===== src/rtl/proc_scheduler.sv =====
// proc_scheduler: round-robin program scheduler with a saved-PC slot table.
// It stalls the core, saves the running PC, selects the next valid slot and
// issues a one-cycle PC load.
// Optional feature macro: SCHED_PREEMPT_EN. When it is defined, quantum expiry
// preempts the running program. When it is not defined, programs switch only
// on yield or end_prog.
module proc_scheduler #(
  parameter int NPROC = 4,
  parameter int PC_W  = 32,
  parameter int QW    = 16,
  parameter int QDEF  = 64,
  localparam int PID_W = $clog2(NPROC)
) (
  input  logic             clock,
  input  logic             reset_n,
  input  logic             step,
  input  logic             add_valid,
  input  logic [PC_W-1:0]  add_pc,
  output logic             add_ready,
  input  logic             def_quantum,
  input  logic [QW-1:0]    quantum_val,
  input  logic             yield,
  input  logic             end_prog,
  input  logic [PC_W-1:0]  cur_pc,
  output logic             switch_req,
  output logic             load_pc,
  output logic [PC_W-1:0]  load_addr,
  output logic [PID_W-1:0] cur_pid,
  output logic             running,
  output logic [NPROC-1:0] active_mask
);

  typedef enum logic [1:0] {IDLE, RUN, SELECT, LOAD} state_t;

  state_t           state_q, state_d;
  logic [NPROC-1:0] valid_q, valid_d;
  logic [PC_W-1:0]  table_q [NPROC];
  logic [PC_W-1:0]  table_d [NPROC];
  logic [PID_W-1:0] cur_pid_q, cur_pid_d;
  logic [PID_W-1:0] next_pid_q, next_pid_d;
  logic [PC_W-1:0]  load_addr_q, load_addr_d;
  logic [PID_W-1:0] free_idx;
  logic [PID_W-1:0] found_idx;
  logic             found;
  logic             expire;
  logic             add_fire;
  logic             switch_event;

`ifdef SCHED_PREEMPT_EN
  logic [QW-1:0]    qcnt_q, qcnt_d;
  logic [QW-1:0]    quantum_q, quantum_d;
  assign expire = (qcnt_q == quantum_q - QW'(1));
`else
  // Quantum inputs have no function in the cooperative build.
  logic unused_quantum;
  assign unused_quantum = ^{def_quantum, quantum_val};
  assign expire = 1'b0;
`endif

  assign add_ready    = ~&valid_q;
  assign add_fire     = add_valid && add_ready;
  assign switch_event = step && (end_prog || yield || expire);

  // Find the lowest free slot. A slot freed this cycle is still seen as busy.
  always_comb begin
    free_idx = '0;
    for (int i = NPROC - 1; i >= 0; i--) begin
      if (!valid_q[i]) free_idx = PID_W'(i);
    end
  end

  // Round-robin search starting at cur_pid+1. cur_pid itself is checked last.
  always_comb begin
    logic [PID_W-1:0] idx;
    idx       = '0;
    found     = 1'b0;
    found_idx = '0;
    for (int i = NPROC; i >= 1; i--) begin
      idx = cur_pid_q + PID_W'(i);
      if (valid_q[idx]) begin
        found     = 1'b1;
        found_idx = idx;
      end
    end
  end

  // Next-state logic and slot table bookkeeping.
  always_comb begin
    state_d     = state_q;
    valid_d     = valid_q;
    table_d     = table_q;
    cur_pid_d   = cur_pid_q;
    next_pid_d  = next_pid_q;
    load_addr_d = load_addr_q;
`ifdef SCHED_PREEMPT_EN
    qcnt_d      = qcnt_q;
    quantum_d   = quantum_q;
    if (def_quantum && (quantum_val != '0)) quantum_d = quantum_val;
`endif

    if (add_fire) begin
      valid_d[free_idx] = 1'b1;
      table_d[free_idx] = add_pc;
    end

    case (state_q)
      IDLE: begin
        if (|valid_d) state_d = SELECT;
      end
      RUN: begin
`ifdef SCHED_PREEMPT_EN
        if (step) qcnt_d = qcnt_q + QW'(1);
`endif
        if (switch_event) begin
          if (end_prog) valid_d[cur_pid_q] = 1'b0;
          else          table_d[cur_pid_q] = cur_pc;
          state_d = SELECT;
        end
      end
      SELECT: begin
        if (found) begin
          next_pid_d  = found_idx;
          load_addr_d = table_q[found_idx];
          state_d     = LOAD;
        end else begin
          state_d = IDLE;
        end
      end
      LOAD: begin
        cur_pid_d = next_pid_q;
`ifdef SCHED_PREEMPT_EN
        qcnt_d    = '0;
`endif
        state_d   = RUN;
      end
      default: state_d = IDLE;
    endcase
  end

  // State registers. Reset aborts any switch in progress immediately.
  always_ff @(posedge clock or negedge reset_n) begin
    if (!reset_n) begin
      state_q     <= IDLE;
      valid_q     <= '0;
      cur_pid_q   <= '0;
      next_pid_q  <= '0;
      load_addr_q <= '0;
      for (int i = 0; i < NPROC; i++) table_q[i] <= '0;
`ifdef SCHED_PREEMPT_EN
      qcnt_q      <= '0;
      quantum_q   <= QW'(QDEF);
`endif
    end else begin
      state_q     <= state_d;
      valid_q     <= valid_d;
      cur_pid_q   <= cur_pid_d;
      next_pid_q  <= next_pid_d;
      load_addr_q <= load_addr_d;
      table_q     <= table_d;
`ifdef SCHED_PREEMPT_EN
      qcnt_q      <= qcnt_d;
      quantum_q   <= quantum_d;
`endif
    end
  end

  assign switch_req  = (state_q == SELECT) || (state_q == LOAD);
  assign load_pc     = (state_q == LOAD);
  assign load_addr   = load_addr_q;
  assign cur_pid     = cur_pid_q;
  assign running     = (state_q == RUN);
  assign active_mask = valid_q;

endmodule


===== config.mk =====
export PLATFORM = sky130hd
export DESIGN_NAME = proc_scheduler
export DESIGN_NICKNAME = d
export VERILOG_FILES = /design/src/rtl/proc_scheduler.sv
export SDC_FILE = /design/constraint.sdc
export NUM_CORES = 1
export LEC_CHECK = 0
export BUFFER_PORTS_ARGS = -buffer_cell sky130_fd_sc_hd__buf_4
export CORE_MARGIN = 2
export CORE_UTILIZATION = 30
export DETAILED_ROUTE_END_ITERATION = 10
export PLACE_DENSITY = 0.43
export SLEW_MARGIN = 40
export SYNTH_ARGS = -nofsm -noshare
export SYNTH_HDL_FRONTEND = slang
export SYNTH_SLANG_ARGS = --single-unit

===== constraint.sdc =====
create_clock -name clock -period 3.2 [get_ports clock]
set_input_delay 0.16 -clock clock [delete_from_list [all_inputs] [get_ports clock]]
set_output_delay 0.16 -clock clock [all_outputs]
set_load 0.01 [all_outputs]

==> metrics.cfg <==
[run_status]
status = finished clean

[cts]
numCtsBuffers = 17
root_buffer = clkbuf_16
cts_tree = yes
clock_path_buffers = 2
cts.repair.resized = 0
clkTransAtPathRegs_ns = 0.08
clkLatencyLatePin_ns = 0.43
cts_max_level = 4
cts_sinks = 170
cts_hold_buf = 4
postCtsSetupBuffers = 0

[detailed_routing]
finalWirelength_um = 24300
ant_nets = 0
vias = 6232
via_per_inst = 4.80
drt_iter0_drc = 344
drc_errors = 0
wl_per_cell_um = 18.8
drtPass1Iterations = 5

[floorplan]
core_region_area_mm2 = 0.0279
die_h_um = 172
initial_core_util_pct = 30.6
top_level_ports = 129
dieWidth_um = 172
dieArea_mm2 = 0.0297
rows = 61

[finish]
antennaDiodeCount = 0
area_growth_pct = 22.2
drive_above_1_share_pct = 20.8
final_nets = 997

[synth]
synth-compound-area-share_pct = 13.3
yosys.area_share.simple_pct = 9.23
ys_ff_latch = 170
synth.distinct_cells = 33
synthArstFlopShare_pct = 100
yosys_warnings = 0
netlist_instances = 811
ys.flop_type = dfrtp_1
syn_nets = 902
synth_top_area_cell = dfrtp_1
synthMuxAreaShare_pct = 23.0
yosysSeqAreaShare_pct = 50.0
synth-edff-count = 0
synth_top_family_by_area = multiplexers
syn_avg_cell_area_um2 = 10.5
syn_area_mm2 = 0.00851
yosys.area_share.adder_pct = 0.588
synth_top_area_share_pct = 50.0
synth_xor_area_share_pct = 0
yosys-top-cells-area = dfrtp_1, mux2i_1, a21oi_1, nor2_1, o221ai_2

[setup_path]
criticalPathCategory = register to register
start_kind = register
crit_path_max_fanout = 19
crit_required_ns = 3.54
worstSetupEndpointType = register
cp.arrival_ns = 2.93

[pwr]
p_leak_nw = 5.16
vdd_drop_max_mv = 0.846
cellPowerDensity_mw_per_mm2 = 1020

[global_route]
top_usage_layer = met2
grt_use_met3_pct = 2.36
antenna_found_initial = 0
grt_first_pass_wirelength_um = 38200
grt_max_degree = 77
met2_usage_pct = 27.1
grt_pass1_vias = 6334
track_usage_pct = 17.0
gr-usage-met1_pct = 24.4
grt_overflow = 0

[timing]
whs_ns = 0.0149
min_period_over_period_pct = 81.1
hold_viol = 0
rsz0062_at_grt = no
worst_pin_slew_ns = 0.774
period_minus_slack_ns = 2.60
finalSetupViolCount = 0
drv_slew = 0
slew_headroom_pct = 48.4
skew_ns = 0.0130
finalSetupTns_ns = 0
clock.fmax_mhz = 385

[place]
post-dp-hpwl_um = 15000
globalplace.congestion = 0.715
io_buffers = 111

[worst_hold_path]
hp-class = primary input to register

[job]
drv_cap = 0

## sequential cells by signal, summed over array words and instances, names as in the netlist
register	flops
active_mask	4
cur_pid	2
load_addr	32
next_pid_q	2
state_q	2
table_q	128
## cells in the mapped netlist, types with 2 or more instances
cell type,number
clkbuf_1,31
nor2b_1,2
buf_2,14
o221ai_2,13
a21oi_1,136
buf_6,6
nor2_1,131
mux2i_1,193
nand2_1,46
nand2b_1,2
dfrtp_1,170
o21ai_0,9
nand3_1,4
ha_1,4
inv_1,4
o221ai_1,20
buf_4,6
buf_1,5
## worst paths after layout
path                                                start                         to  slack, ns  cells past startpoint
worst min-delay path                           cur_pc[27]      table_q[91]$_DFF_PN0_       0.01                      3
worst max-delay path               cur_pid[1]$_DFFE_PN0P_   load_addr[9]$_DFFE_PN0P_       0.60                      7
worst max register to register     cur_pid[1]$_DFFE_PN0P_   load_addr[9]$_DFFE_PN0P_       0.60                      7
max in group asynchronous                         reset_n       table_q[7]$_DFF_PN0_       2.06                      3
min in group asynchronous                         reset_n     state_q[0]$_DFFE_PN0P_       0.34                      2
worst min register to register  next_pid_q[1]$_DFFE_PN0P_  next_pid_q[1]$_DFFE_PN0P_       0.49                      2
## through the flow
stage	worst slack (ns)	std cells	utilization [%]	area (um2)	power, mW
5_1_grt	0.344	1297	37.3	10400	11.4
6_report	0.603	1297	37.3	10400	10.6
3_5_place_dp	0.607	1261	35.1	9770	8.64
4_1_cts	0.581	1297	37.3	10400	10.8
2_1_floorplan	0.877	811	-	8510	7.17
3_3_place_gp	0.649	1261	35.1	9770	8.59
## layout by cell type, fill, tap and decap left out, drive strengths merged, types with 2 or more instances in the layout
cell,count
dlygate4sd3,4
clkinv,2
nand3,4
buf,133
nor2b,2
or2,2
o21ai,9
nor2,131
dfrtp,170
a21oi,136
o221ai,33
bufinv,2
nand2,46
ha,4
nand2b,2
clkinvlp,3
mux2i,193
clkbuf,19
inv,11
## critical path: stages, from the launching register on
cell	delay [ns]
dfrtp_1	0.48
inv_1	0.16
ha_1	0.39
o31ai_1	0.32
o221ai_2	0.16
or2_2	0.51
buf_12	0.27
o221ai_1	0.21
## power by group
group	leakage [nW]	switching, mW	internal (mW)
sequential	2.04	0.632	3.21
clock	0.283	0.943	1.17
combinational	2.84	2.40	2.28
## layout make-up
class | count | area, um2
clock inverters | 14 | 161
flip-flops and latches | 170 | 4250
repair buffers | 138 | 1110
well taps | 378 | 473
clock buffers | 18 | 429
multi-input cells | 575 | 3960
fillers | 2811 | 17500
inverters | 4 | 15.0
## logic make-up (layout without fill, tap and decap cells)
kind of cell | count (synthesis) | in the layout
adder cells (fa/ha/maj) | 4 | 4
buffers and inverters | 66 | 174
AO/OA/AOI/OAI | 183 | 183
multiplexers | 194 | 194
flip-flops | 170 | 170
AND/OR/NAND/NOR | 194 | 194
## layer usage
metal  up-vias  share of wire [%]
met1      3046                 49
li1       3078                  -
met2        96                 47
met5         -                  0
met4         0               0.82
met3        12                2.9
No activity file was read; power rests on OpenSTA's default activity.
